===== src/rtl/fetch_bundle_stage_pkg.sv =====
// Shared types and constants for the bundle fetch stage.
package fetch_bundle_stage_pkg;

  // Default geometry of an instruction bundle and its index
  localparam int FB_PC_W     = 4;
  localparam int FB_SLOT0_W  = 32;
  localparam int FB_SLOT1_W  = 16;
  localparam int FB_BUNDLE_W = FB_SLOT0_W + FB_SLOT1_W;

  // Fetch control states
  typedef enum logic [1:0] {
    ST_IDLE = 2'd0,
    ST_RUN  = 2'd1,
    ST_HALT = 2'd2
  } fetch_state_e;

  // Full-length slot lives in the upper bits of the bundle
  function automatic logic [FB_SLOT0_W-1:0] slot0_of(input logic [FB_BUNDLE_W-1:0] bundle);
    return bundle[FB_BUNDLE_W-1:FB_SLOT1_W];
  endfunction

  // Compressed slot lives in the lower bits of the bundle
  function automatic logic [FB_SLOT1_W-1:0] slot1_of(input logic [FB_BUNDLE_W-1:0] bundle);
    return bundle[FB_SLOT1_W-1:0];
  endfunction

endpackage


===== src/rtl/fetch_bundle_stage_if_id_reg.sv =====
// IF/ID pipeline register: holds {slot0, slot1, pc} with a valid/ready
// handshake toward decode. Flush beats load; load beats drain.
module fetch_bundle_stage_if_id_reg
  import fetch_bundle_stage_pkg::*;
#(
  parameter int PC_W    = FB_PC_W,
  parameter int SLOT0_W = FB_SLOT0_W,
  parameter int SLOT1_W = FB_SLOT1_W
) (
  input  logic               clk,
  input  logic               reset,
  input  logic               load,
  input  logic               flush,
  input  logic [SLOT0_W-1:0] load_slot0,
  input  logic [SLOT1_W-1:0] load_slot1,
  input  logic [PC_W-1:0]    load_pc,
  input  logic               id_ready,
  output logic               id_valid,
  output logic [SLOT0_W-1:0] id_slot0,
  output logic [SLOT1_W-1:0] id_slot1,
  output logic [PC_W-1:0]    id_pc
);

  logic               valid_reg;
  logic [SLOT0_W-1:0] slot0_reg;
  logic [SLOT1_W-1:0] slot1_reg;
  logic [PC_W-1:0]    pc_reg;

  // Register update: reset clears, flush drops, load captures, accept drains
  always_ff @(posedge clk) begin
    if (!reset) begin
      valid_reg <= 1'b0;
      slot0_reg <= '0;
      slot1_reg <= '0;
      pc_reg    <= '0;
    end else if (flush) begin
      valid_reg <= 1'b0;
    end else if (load) begin
      valid_reg <= 1'b1;
      slot0_reg <= load_slot0;
      slot1_reg <= load_slot1;
      pc_reg    <= load_pc;
    end else if (valid_reg && id_ready) begin
      valid_reg <= 1'b0;
    end
  end

  assign id_valid = valid_reg;
  assign id_slot0 = slot0_reg;
  assign id_slot1 = slot1_reg;
  assign id_pc    = pc_reg;

endmodule


===== src/rtl/fetch_bundle_stage.sv =====
// Bundle fetch stage: owns the PC, drives the instruction-memory index,
// captures returned bundles into the IF/ID register, handles redirects
// and stops on an empty bundle.
module fetch_bundle_stage
  import fetch_bundle_stage_pkg::*;
#(
  parameter int PC_W         = FB_PC_W,
  parameter int SLOT0_W      = FB_SLOT0_W,
  parameter int SLOT1_W      = FB_SLOT1_W,
  parameter bit HALT_ON_ZERO = 1'b1
) (
  input  logic                       clk,
  input  logic                       reset,
  output logic [PC_W-1:0]            pc_4bits,
  input  logic [SLOT0_W+SLOT1_W-1:0] bundle_in,
  input  logic                       redirect_valid,
  input  logic [PC_W-1:0]            redirect_pc,
  input  logic                       id_ready,
  output logic                       id_valid,
  output logic [SLOT0_W-1:0]         id_slot0,
  output logic [SLOT1_W-1:0]         id_slot1,
  output logic [PC_W-1:0]            id_pc,
  output logic                       halted
);

  localparam int BUNDLE_W = SLOT0_W + SLOT1_W;

  fetch_state_e    state_reg, state_next;
  logic [PC_W-1:0] pc_reg, pc_next;
  logic            load, flush, adv, bundle_empty;

  assign bundle_empty = (bundle_in == '0);
  assign adv          = (state_reg == ST_RUN) && (!id_valid || id_ready);

  // State and PC registers
  always_ff @(posedge clk) begin
    if (!reset) begin
      state_reg <= ST_IDLE;
      pc_reg    <= '0;
    end else begin
      state_reg <= state_next;
      pc_reg    <= pc_next;
    end
  end

  // Next state, next PC and IF/ID controls; redirect overrides everything
  always_comb begin
    state_next = state_reg;
    pc_next    = pc_reg;
    load       = 1'b0;
    flush      = 1'b0;
    if (redirect_valid) begin
      state_next = ST_RUN;
      pc_next    = redirect_pc;
      flush      = 1'b1;
    end else begin
      case (state_reg)
        ST_IDLE: state_next = ST_RUN;
        ST_RUN: begin
          if (adv) begin
            if (HALT_ON_ZERO && bundle_empty) begin
              // Hold PC at the empty index; held bundle still drains
              state_next = ST_HALT;
            end else begin
              load    = 1'b1;
              pc_next = pc_reg + PC_W'(1);
            end
          end
        end
        ST_HALT: state_next = ST_HALT;
        default: state_next = ST_IDLE;
      endcase
    end
  end

  fetch_bundle_stage_if_id_reg #(
    .PC_W    (PC_W),
    .SLOT0_W (SLOT0_W),
    .SLOT1_W (SLOT1_W)
  ) u_if_id_reg (
    .clk        (clk),
    .reset      (reset),
    .load       (load),
    .flush      (flush),
    .load_slot0 (bundle_in[BUNDLE_W-1:SLOT1_W]),
    .load_slot1 (bundle_in[SLOT1_W-1:0]),
    .load_pc    (pc_reg),
    .id_ready   (id_ready),
    .id_valid   (id_valid),
    .id_slot0   (id_slot0),
    .id_slot1   (id_slot1),
    .id_pc      (id_pc)
  );

  assign pc_4bits = pc_reg;
  assign halted   = (state_reg == ST_HALT);

endmodule


===== config.mk =====
export PLATFORM = sky130hd
export DESIGN_NAME = fetch_bundle_stage
export DESIGN_NICKNAME = d
export VERILOG_FILES = /design/src/rtl/fetch_bundle_stage_pkg.sv /design/src/rtl/fetch_bundle_stage_if_id_reg.sv /design/src/rtl/fetch_bundle_stage.sv
export SDC_FILE = /design/constraint.sdc
export NUM_CORES = 1
export LEC_CHECK = 0
export CORE_ASPECT_RATIO = 0.75
export CORE_MARGIN = 8
export CORE_UTILIZATION = 43
export DETAILED_ROUTE_END_ITERATION = 10
export PLACE_DENSITY = 0.84
export SLEW_MARGIN = 15
export SYNTH_ARGS = -nofsm -noshare
export SYNTH_HDL_FRONTEND = slang
export SYNTH_SLANG_ARGS = --single-unit

===== constraint.sdc =====
create_clock -name clk -period 2.03 [get_ports clk]
set_clock_uncertainty 0.1 [all_clocks]
set_input_delay 0.3045 -clock clk [delete_from_list [all_inputs] [get_ports clk]]
set_output_delay 0.3045 -clock clk [all_outputs]
set_load 0.05 [all_outputs]

-- After elaboration in Yosys (flattened, before gate mapping)
Index checks and enable logic that the tools add are counted.
- add/subtract/negate cells: 1
- equality and inequality tests: 7
- mux-type cells: 15
- bitwise operators: 2
- reductions and logical operators: 15
- operators with widths (kind ; count):
    $logic_not 48->1 ; 1
    $mux 4 ; 4
    $mux 1 ; 8
    $ne 2x2->1 const B ; 3
    $ne 3x3->1 const B ; 2
    $pmux 2 s3 ; 1
    $reduce_and 2->1 ; 3
    $reduce_bool 2->1 ; 3
    $add 4x1->4 const B ; 1
    $mux 2 ; 2
    $reduce_or 2->1 ; 2
    $reduce_and 3->1 ; 1
    $eq 2x1->1 const B ; 1
    $eq 2x2->1 const B ; 1
    $logic_and 1x1->1 ; 2
    $logic_not 2->1 ; 1
    $not 1->1 ; 2
    $logic_not 1->1 ; 1
    $logic_or 1x1->1 ; 1
- register bits: 59
- input bits: 56
- output and inout port bits: 58

-- Logic depth before layout (Yosys ltp)
- depth after elaboration: 7
- mapped depth: 8
- gate-level depth less buffers: 5

-- Hierarchy
A second synthesis with hierarchy kept.
- cell total of the unflattened synthesis: 301
- area total of the unflattened synthesis: 2750.1 µm²
- by module, submodules not included (module ; times used ; cells an instance ; area each (µm²)):
    fetch_bundle_stage_if_id_reg ; 1 ; 231 ; 2207.1
    fetch_bundle_stage ; 1 ; 70 ; 543.0

-- Worst setup path after synthesis
OpenSTA, ideal clock, no wires.
- path type: flip-flop to flip-flop
- from: reg u_if_id_reg.valid_reg, in the netlist u_if_id_reg.id_valid
- to: reg u_if_id_reg.pc_reg[2], in the netlist u_if_id_reg.id_pc[2]
- library setup time: 72 ps
- data arrival time: 1628 ps
- required time: 1858 ps
- slack: 230 ps
- cell stages (with the launch flop): 8
- path buffers: 3
- period minus slack after synthesis: 1800 ps
- cells stage by stage: dfxtp_1 -> nand2b_1 -> clkbuf_1 -> nand3_1 -> a31oi_4 -> buf_6 -> buf_12 -> mux2i_1
- longest elaborated chain between the ends: 7
- RTL lines (what ; line ; RTL):
    from (decl) ; fetch_bundle_stage_if_id_reg.sv:24 ; logic valid_reg;
    from (signal assigned) ; fetch_bundle_stage_if_id_reg.sv:32 ; valid_reg <= 1'b0;
    from (signal assigned) ; fetch_bundle_stage_if_id_reg.sv:37 ; valid_reg <= 1'b0;
    from (signal assigned) ; fetch_bundle_stage_if_id_reg.sv:39 ; valid_reg <= 1'b1;
    $logic_not 1->1 ; fetch_bundle_stage.sv:33 ; assign adv = (state_reg == ST_RUN) && (!id_valid || id_ready);
    $logic_or 1x1->1 ; fetch_bundle_stage.sv:33 ;
    $logic_and 1x1->1 ; fetch_bundle_stage.sv:33 ;
    $mux 1 ; fetch_bundle_stage.sv:60 ; if (adv) begin
    $mux 1 ; fetch_bundle_stage.sv:57 ; case (state_reg)
    $mux 1 ; fetch_bundle_stage.sv:52 ; if (redirect_valid) begin
    $reduce_and 2->1 (no source line) ; - ;
    to (signal assigned) ; fetch_bundle_stage_if_id_reg.sv:42 ; pc_reg <= load_pc;
    to (decl) ; fetch_bundle_stage_if_id_reg.sv:27 ; logic [PC_W-1:0] pc_reg;
Every way passes these cells.
A chain may end at the register's enable or synchronous reset.

-- Worst setup path in the final report
- from: in bundle_in[2]
- to: reg u_if_id_reg.slot0_reg[2], in the netlist u_if_id_reg.id_slot0[2]
- longest elaborated chain between the ends: 6
- RTL lines (what ; line ; RTL):
    from (decl) ; fetch_bundle_stage.sv:15 ; input logic [SLOT0_W+SLOT1_W-1:0] bundle_in,
    $logic_not 48->1 ; fetch_bundle_stage.sv:32 ; assign bundle_empty = (bundle_in == '0);
    $mux 1 ; fetch_bundle_stage.sv:61 ; if (HALT_ON_ZERO && bundle_empty) begin
    $mux 1 ; fetch_bundle_stage.sv:60 ;
    $mux 1 ; fetch_bundle_stage.sv:57 ;
    $mux 1 ; fetch_bundle_stage.sv:52 ;
    $reduce_and 2->1 (no source line) ; - ;
    to (signal assigned) ; fetch_bundle_stage_if_id_reg.sv:40 ; slot0_reg <= load_slot0;
    to (decl) ; fetch_bundle_stage_if_id_reg.sv:25 ; logic [SLOT0_W-1:0] slot0_reg;
Every way passes these cells.

==> flow_summary.json <==
{
  "result_of_the_run": "completed",
  "critical_path_required_ns": 2.15,
  "worst_path_arrival_ns": 2.05,
  "largest_register_ff_count": 32,
  "post_synth_inst_count": 313,
  "finalWorstPathRequiredPeriod_ns": 1.93,
  "p_per_area_mw_per_mm2": 816,
  "drt-vias-per-instance": 5.10,
  "route.layer.met1.wl_um": 3490,
  "clock_sink_count": 59,
  "timing.max_cap.violations": 0,
  "p_leak_nw": 1.63,
  "met2_wl_post_dr_um": 3580,
  "post-route-period-util_pct": 95.3,
  "grt_first_pass_wirelength_um": 12900,
  "dr_wl_met3_um": 867,
  "critical_path.max_stage_delay_ns": 0.42,
  "die_width_um": 109,
  "final_common_cell": "nand2_1",
  "cp_top_family": "buffers and inverters",
  "global_route.usage.total_pct": 17.4,
  "syn_area_mm2": 0.00279,
  "cts.clk_slew.worst_paths_ns": 0.06,
  "ctsHtreeMaxLevel": 3,
  "layout.cells.non_filler": 521,
  "setup.worst_path.start_class": "primary input",
  "drt.antenna.violating_nets": 0,
  "maximum_operating_frequency_ghz": 0.517,
  "floorplan.rows": 25,
  "highest_delay_cell_along_the_critical_path": "clkdlybuf4s50_1",
  "count_of_final_hold_check_violations": 0,
  "ordered_list_of_cells_on_the_worst_path": "clkdlybuf4s50_1 > nor4_1 > buf_4 > and4_1 > a31oi_4 > buf_4 > mux2i_1",
  "largest_net_degree_at_the_start_of_global_routing": 41,
  "dpl.cell_count": 506,
  "cts_hold_buffers": 0,
  "antenna_violations_before_repair": 0,
  "area_growth_pct": 51.2,
  "grt-ovfl-total": 0,
  "ys_seq_elements": 59,
  "finalSetupViolCount": 0,
  "drc": 0,
  "drt_initial_violations": 144,
  "layout.nets": 496,
  "slew_violations": 0,
  "critical_path.most_common_cell": "buf_4",
  "die-area_mm2": 0.00936,
  "wl_per_cell_um": 15.5,
  "irDropWorstVdd_mv": 0.533,
  "final_cell_mix": "nand2_1, clkdlybuf4s50_1, dfxtp_1, mux2i_1, buf_4",
  "top_layer_used": "met4",
  "tritoncts_clock_tree": "done",
  "dpl.hpwl_um": 6130,
  "insertedDiodeCount": 0,
  "drive_gt1_share_pct": 10.9,
  "worstMarginPinSlew_ns": 0.542,
  "multi_input_comb_area_mm2": 0.00142,
  "synth-seq-area-share_pct": 42.3,
  "clk_path_buf_depth": 2,
  "endpoint_type_of_the_worst_setup_path": "flip-flop",
  "post_synth.cell_area_avg_um2": 8.92,
  "timing.critical_path.fanout_max": 12,
  "start_util_pct": 44.4,
  "io_pins": 114,
  "cts.root.buffer_cell": "clkbuf_8",
  "worstPathBufferInverterCount": 3,
  "tritoncts.num_buffers": 9,
  "first_global_vias": 2632,
  "post_synth_num_cell_types": 34,
  "source_to_sink_clock_delay_at_the_later_pin_of_the_worst_skew_pair_ns": 0.33,
  "synthesis.yosys.warnings": 0,
  "die_height_um": 85.8,
  "num-fill-cells": 503,
  "drt_wl_total_um": 8060,
  "via_count": 2655,
  "finish.utilization_pct": 67.1,
  "syn_nets": 373,
  "numPortBuffers": 113,
  "rsz0062_at_grt": "no",
  "core_mm2": 0.00629,
  "gp_congestion": 0.869,
  "sequential_cell_area_mm2": 0.00118,
  "first_pass_iters": 4,
  "critPathKind": "primary input to flip-flop",
  "hold_path_class": "primary input to flip-flop",
  "slew-limit-headroom_pct": 63.7
}
layout make-up:
cell class                 instances  share of cell area, %
sequential                        59                   28.0
clock buffer                      13                   4.00
timing repair buffer             136                   31.4
clock inverter                     2                  0.237
inverter                           5                  0.445
tap                               81                   2.40
multi-input combinational        225                   33.6
repair_timing:
| item | 4_1_cts | 5_1_grt |
|---|---|---|
| setup endpoints to repair | 0 | 18 |
| setup buffers | 0 | 0 |
| resized for setup | 0 | 5 |
worst min-delay path, cell delays in order:
cell and delay (ns):
buf_4 0.22, nand2_1 0.10, mux2i_1 0.05
report_power, final:
group / total (W) / internal, W / switching (W)
Clock: 0.000969 / 0.000532 / 0.000437
Combinational: 0.00114 / 0.000457 / 0.000680
Sequential: 0.00134 / 0.00127 / 0.0000683
cells by family (layout without fill, tap and decap cells):
kind of cell / after synthesis / after routing / synth area share (%)
AND/OR/NAND/NOR: 149 / 149 / 23.6
flip-flops: 59 / 59 / 42.3
multiplexers: 54 / 54 / 19.4
buffers and inverters: 29 / 156 / 7.62
AO/OA/AOI/OAI: 17 / 17 / 5.02
adder cells (fa/ha/maj): 4 / 4 / 1.79
XOR/XNOR: 1 / 1 / 0.314
final timing paths:
check | start | slack, ns | endpoint | depth (start not counted)
worst max register to register | state_reg[1]$_SDFFE_PP0P_ | 0.26 | u_if_id_reg.id_slot0[2]$_SDFFE_PN0P_ | 6
worst min register to register | u_if_id_reg.id_slot0[31]$_SDFFE_PN0P_ | 0.36 | u_if_id_reg.id_slot0[31]$_SDFFE_PN0P_ | 2
worst min-delay path | reset | 0.30 | u_if_id_reg.id_pc[2]$_SDFFE_PN0P_ | 3
worst max-delay path | bundle_in[2] | 0.1 | u_if_id_reg.id_slot0[2]$_SDFFE_PN0P_ | 7
stage by stage:
step	TNS, ns	hold slack, ns	cell area (um2)	total power, W	worst slack (ns)
CTS	0	0.285	4200	0.00347	0.00771
global route	0	0.303	4220	0.00360	0.00273
floorplan	0	0.347	2790	0.00211	0.230
detailed placement	-12.51	0.348	4020	0.00250	-0.266
global placement	-11.06	0.341	4020	0.00248	-0.229
finish	0	0.300	4220	0.00344	0.0958
per-layer routing:
metal  GRT usage [%]  vias to the layer above
met4            6.82                        0
li1                -                     1310
met2            26.0                       99
met1            20.5                     1234
met5               0                        -
met3            8.91                       12
synth_stat cells:
cell	instances	area (um2)
nand2_1	111	417
dfxtp_1	59	1180
mux2i_1	54	541
clkbuf_1	15	56.3
nor4_1	12	75.1
buf_12	5	100
inv_1	5	18.8
nand3_1	5	25.0
nor2_1	5	18.8
and4_1	4	35.0
ha_1	4	50.1
nand4_1	4	25.0
o21ai_0	3	15.0
a211o_1	2	17.5
a21boi_0	2	15.0
a311o_1	2	20.0
buf_4	2	15.0
buf_6	2	22.5
nor4_2	2	25.0
a211oi_1	1	7.51
a21oi_1	1	5.00
a31oi_1	1	6.26
a31oi_4	1	21.3
a32oi_1	1	8.76
a41oi_1	1	8.76
and2_1	1	6.26
and3_1	1	6.26
nand2b_1	1	6.26
nor2b_1	1	6.26
nor3b_1	1	7.51
o211ai_1	1	7.51
o31ai_1	1	7.51
or2_2	1	6.26
xnor2_1	1	8.76
Power figures use the tool's default switching activity.
